$ cat config.mk
export PLATFORM = sky130hd
export DESIGN_NAME = noc_inject_arbiter
export DESIGN_NICKNAME = d
export VERILOG_FILES = /design/src/rtl/noc_inject_arbiter.sv
export SDC_FILE = /design/constraint.sdc
export NUM_CORES = 1
export LEC_CHECK = 0
export BUFFER_PORTS_ARGS = -buffer_cell sky130_fd_sc_hd__buf_2
export CAP_MARGIN = 10
export CORE_AREA = 2 2 536 538
export CTS_BUF_LIST = sky130_fd_sc_hd__clkbuf_4
export CTS_CLUSTER_DIAMETER = 200
export DETAILED_ROUTE_END_ITERATION = 10
export DIE_AREA = 0 0 538 540
export PLACE_DENSITY_LB_ADDON = 0.05
export SLEW_MARGIN = 20
export SYNTH_ARGS = -nofsm -noshare
export SYNTH_HDL_FRONTEND = slang
export SYNTH_SLANG_ARGS = --single-unit
export TNS_END_PERCENT = 30
$ cat constraint.sdc
create_clock -name clk -period 3.25 [get_ports clk]
set_clock_uncertainty 0.1 [all_clocks]
set_input_delay 0.1625 -clock clk [delete_from_list [all_inputs] [get_ports clk]]
set_output_delay 0.1625 -clock clk [all_outputs]
set_load 0.005 [all_outputs]
$ cat src/rtl/noc_inject_arbiter.sv
// Round-robin injection arbiter: shares one router injection port between NUM_SRC sources
// through a single registered flit stage, with a minimum spacing of RATE cycles between loads.
module noc_inject_arbiter #(
  parameter int unsigned X          = 10,
  parameter int unsigned Y          = 10,
  parameter int unsigned data_width = 256,
  parameter int unsigned x_size     = $clog2(X),
  parameter int unsigned y_size     = $clog2(Y),
  parameter int unsigned NUM_SRC    = 4,
  parameter int unsigned RATE       = 1,
  localparam int unsigned TW        = x_size + y_size + data_width,
  localparam int unsigned IW        = (NUM_SRC > 1) ? $clog2(NUM_SRC) : 1
) (
  input  logic                  clk,
  input  logic                  rstn,
  input  logic                  enable,
  input  logic [NUM_SRC-1:0]    src_valid,
  input  logic [NUM_SRC*TW-1:0] src_data,
  output logic [NUM_SRC-1:0]    src_ready,
  output logic                  r_valid_pe,
  output logic [TW-1:0]         r_data_pe,
  input  logic                  r_ready_pe,
  output logic [IW-1:0]         last_src,
  output logic [31:0]           sent_count,
  output logic                  busy
);

  localparam int unsigned RW = 8;

  typedef enum logic {EMPTY, FULL} state_t;

  state_t             state;
  logic [IW-1:0]      ptr;
  logic [RW-1:0]      rate_cnt;

  logic               can_load_c;
  logic               grant_c;
  logic [NUM_SRC-1:0] hi_c;
  logic [NUM_SRC-1:0] sel_vec_c;
  logic [IW-1:0]      pick_c;
  logic [TW-1:0]      data_c;

  // Sources strictly above ptr win first; otherwise wrap to the lowest valid source.
  always_comb begin
    hi_c       = src_valid & ~((NUM_SRC'(2) << ptr) - NUM_SRC'(1));
    sel_vec_c  = (|hi_c) ? hi_c : src_valid;
    pick_c     = '0;
    for (int i = int'(NUM_SRC) - 1; i >= 0; i--) begin
      if (sel_vec_c[i]) pick_c = IW'(i);
    end
    data_c = '0;
    for (int i = 0; i < int'(NUM_SRC); i++) begin
      if (pick_c == IW'(i)) data_c = src_data[i*TW +: TW];
    end
  end

  // The stage can take a new flit when empty or draining this cycle.
  assign can_load_c = enable && (rate_cnt == '0) && ((state == EMPTY) || r_ready_pe);
  assign grant_c    = can_load_c && (|src_valid);
  assign src_ready  = grant_c ? (NUM_SRC'(1) << pick_c) : '0;

  assign r_valid_pe = (state == FULL);
  assign busy       = r_valid_pe | (|src_valid);

  always_ff @(posedge clk or negedge rstn) begin
    if (!rstn) begin
      state      <= EMPTY;
      r_data_pe  <= '0;
      last_src   <= '0;
      ptr        <= IW'(NUM_SRC - 1);
      rate_cnt   <= '0;
      sent_count <= '0;
    end else begin
      if (rate_cnt != '0) rate_cnt <= rate_cnt - RW'(1);
      if ((state == FULL) && r_ready_pe) begin
        sent_count <= sent_count + 32'd1;
        state      <= EMPTY;
      end
      // A grant in the accept cycle reloads the stage back-to-back.
      if (grant_c) begin
        state     <= FULL;
        r_data_pe <= data_c;
        last_src  <= pick_c;
        ptr       <= pick_c;
        rate_cnt  <= RW'(RATE - 1);
      end
    end
  end

endmodule
==> results.cfg, run 1 <==
[run_status]
status = aborted with a tool error
lastStage = 4_1_cts
stop_error = [ERROR RSZ-0060] Max buffer count reached.

[synthesis]
synth_seq_cells = 309
syn_area_per_cell_um2 = 11.1
yosys_warnings = 0
synth_simple_gate_area_share_pct = 6.87
yosysTopAreaCell = dfrtp_1
ys_types = 55
ys_top_cells_by_area = dfrtp_1, o2111a_1, a2111oi_2
syn_area_um2 = 21700
synthFlopType = dfrtp_1
synth_top_area_share_pct = 35.5
ys_top_cells_by_count = dfrtp_1, nor2_1, mux2i_1, o2111a_1, a2111oi_2
syn-num-nets = 3021
ys_seq_area_share_pct = 35.7
synth_xor_area_share_pct = 1.37
synth_top_family_by_area = compound AO/OA/AOI/OAI gates
async_flop_share_pct = 100
synthAdderAreaFrac_pct = 0.116
synth_edf_count = 0
synth_compound_area_share_pct = 36.8
yosys.cell_count.top_type = dfrtp_1
synthMuxAreaShare_pct = 12.8
syn_inst = 1955

[clock_network]
ctsHtreeMaxLevel = 4
numCtsBuffers = 138
post_cts_buffers = 17
cts_sinks = 309
root_buffer = clkbuf_4
holdBufCountCts = 1453
cts_resized = 14
clockBufferDepth = 4

[die]
die_y_um = 540
die_w_um = 538
core.rowCount = 196
ios = 1368
initial_core_util_pct = 7.62

[place]
routabilityCongestion = 0.768
hpwl_um = 175000
io_buffers = 1367
## metrics by stage
stage	worst slack, ns	hold slack [ns]	cells	util [%]	area (um^2)
3_3_place_gp	0.0769	0.126	7036	12.0	34100
3_5_place_dp	0.124	0.139	7036	12.0	34100
2_1_floorplan	0.981	-0.233	1955	-	21700
## kinds of logic after synthesis
group | after synthesis
adder cells (fa/ha/maj) | 2
AO/OA/AOI/OAI | 722
flip-flops | 309
multiplexers | 266
XOR/XNOR | 34
AND/OR/NAND/NOR | 360
buffers and inverters | 262
==> inputs of run 2 (changes only) <==
CORE_AREA = 2 2 540 542   (was 2 2 536 538)
CTS_BUF_LIST = default   (was sky130_fd_sc_hd__clkbuf_4)
CTS_CLUSTER_DIAMETER = default   (was 200)
DIE_AREA = 0 0 542 544   (was 0 0 538 540)
PLACE_DENSITY_LB_ADDON = 0.15   (was 0.05)
==> results.cfg, run 2 <==
[die]
coreArea_um2 = 289000
die_y_um = 544
fp.dieArea_um2 = 295000
die_w_um = 542
initial_core_util_pct = 7.49
core.rowCount = 198
ios = 1368

[final_layout]
final_cell_mix = buf_2, dlygate4sd3_1, dfrtp_1
drive_gt1_share_pct = 45.4
top_register = r_data_pe
utilization_pct = 16.1
area.growth.synth_to_final_pct = 115
fin_nets = 5397
layout_commonest_cell = buf_2
largest_register_ffs = 264
largestRegisters = r_data_pe x264, sent_count x32, rate_cnt x8
finalNonFillerCells = 8218
stdcell_area_um2 = 46500

[place]
placed_cells = 7022
routabilityCongestion = 0.850
place_area_um2 = 33800
io_buffers = 1367
hpwl_um = 167000

[detailed_routing]
ant_nets = 0
drc_errors = 0
avgViaCountPerCell = 3.47
first_pass_iters = 5
drt_iter0_markers = 1457
vias = 28500
drt_wl_total_um = 210000
wl_per_cell_um = 25.5

[synthesis]
ys_top_cells_by_count = dfrtp_1, nor2_1, mux2i_1, o2111a_1, a2111oi_2
synthFlopType = dfrtp_1
synth_seq_cells = 309
syn_area_um2 = 21700
syn-num-nets = 3021
ys_seq_area_share_pct = 35.7
yosysTopAreaCell = dfrtp_1
ys_top_cells_by_area = dfrtp_1, o2111a_1, a2111oi_2
synth_top_area_share_pct = 35.5
synth_edf_count = 0
syn_area_per_cell_um2 = 11.1
yosys_warnings = 0
ys_types = 55
syn_inst = 1955
async_flop_share_pct = 100
yosys.cell_count.top_type = dfrtp_1

[grt]
grt_overflow = 0
grt_max_degree = 90
antenna_found_initial = 132
first_global_vias = 30100
grt_pass1_wl_um = 273000
track_usage_pct = 13.5

[worst_hold_path]
hold_start = src_data[143]
min_path_type = in2reg
hold_path_end = r_data_pe[143]
hold_depth = 4

[run_status]
status = complete, no violations

[sta]
post-route-min-period_ns = 3.20
rsz0062_at_grt = yes
setup_viol = 0
hold_viol = 0
worst_slew_pin_slew_ns = 0.932
max_freq_mhz = 313
relSlewSlack_pct = 37.7
fin_crit_sh_pct = 98.4
drv_slew = 0

[critical_path]
critical_path.endpoint_type = flop
crit_required_ns = 3.75
crit_fanout = 77
start_kind = flop
r2r_cells = 8
rrSetupSlack_ns = 0.05
crit_type = reg2reg
r2r_end = r_data_pe[54]
r2r-start = ptr[0]
crit_arrival_ns = 3.70

[clock_network]
numCtsBuffers = 55
ctsHtreeMaxLevel = 2
cts_tree = done
root_buffer = clkbuf_16
clockBufferDepth = 3
clk_pin_slew_ns = 0.06
clk_latency_ns = 0.70
cts_sinks = 309

[power]
peakVddDrop_mv = 0.318
power.density_nw_per_um2 = 517
p_leak_nw = 19.0

[job]
maxCapViolations = 0
run 2: cell counts after synthesis:
Identical to the previous run, type by type.
run 2: timing repair:
item                                     CTS  global route
endpoints found under the setup margin     4            32
resized for setup                         14            13
hold buffers                            1039             0
gates cloned                               3             0
hold endpoints to repair                 412             0
buffers inserted                           7             4
pin swaps                                  1             3
run 2: layout make-up:
cell class	count	area, um^2
Timing Repair Buffer	2574	19300
Clock inverter	23	293
Inverter	7	33.8
Tap cell	3800	4750
Multi-Input combinational cell	1384	12700
Sequential cell	309	7730
Antenna cell	42	105
Fill cell	32700	243000
Clock buffer	79	1610
run 2: kinds of logic (layout without fill, tap and decap cells):
kind of cell             after synthesis  count (layout)  synth area share (%)
AO/OA/AOI/OAI                        722             722                  36.8
AND/OR/NAND/NOR                      360             360                  6.87
flip-flops                           309             309                  35.7
multiplexers                         266             266                  12.8
buffers and inverters                262            2683                  6.30
XOR/XNOR                              34              34                  1.37
adder cells (fa/ha/maj)                2               2                 0.115
other                                  0              42                     0
run 2: worst max path at each step:
stage / cells after the start / end / from
after floorplan: 8 / r_data_pe[134] / rate_cnt[3]
after global placement: 8 / r_data_pe[33] / rate_cnt[3]
after detailed placement: 8 / r_data_pe[33] / rate_cnt[3]
after CTS: 7 / src_ready[3] / ptr[1]
after global routing: 10 / r_data_pe[6] / ptr[0]
final: 8 / r_data_pe[54] / ptr[0]
run 2: critical path, cell delays in order (launching register included):
cell and delay (ns):
dfstp_2 0.59, nand2b_4 0.17, a21boi_4 0.28, o211ai_4 0.20, clkbuf_16 0.26, buf_8 0.34
mux2i_1 0.11, dlygate4sd3_1 0.56, a211oi_1 0.23
run 2: layer usage:
metal	share of wire (%)	routed length (um)	global-route usage, %	vias up
met3	8.1	16900	4.25	363
met4	4.1	8650	4.62	76
met2	48	101000	23.5	1343
met5	0.25	524	0	-
li1	-	-	-	12800
met1	39	82400	15.5	13900
run 2: metrics by stage:
stage | hold slack [ns] | total power [mW] | TNS (ns) | setup slack (ns)
2_1_floorplan | -0.233 | 10.5 | 0 | 0.981
3_3_place_gp | 0.150 | 16.2 | 0 | 0.128
3_5_place_dp | 0.175 | 16.1 | 0 | 0.175
4_1_cts | 0.000556 | 24.6 | -0.0375 | -0.0375
5_1_grt | 0.0287 | 25.4 | -0.0821 | -0.0409
6_report | 0.0496 | 24.0 | 0 | 0.0523
run 2: power breakdown:
part	internal, mW	total (mW)	switching (mW)
registers	5.06	5.87	0.813
clock network	3.89	6.51	2.62
logic	5.21	11.7	6.45
(Power assumes the default switching activity.)
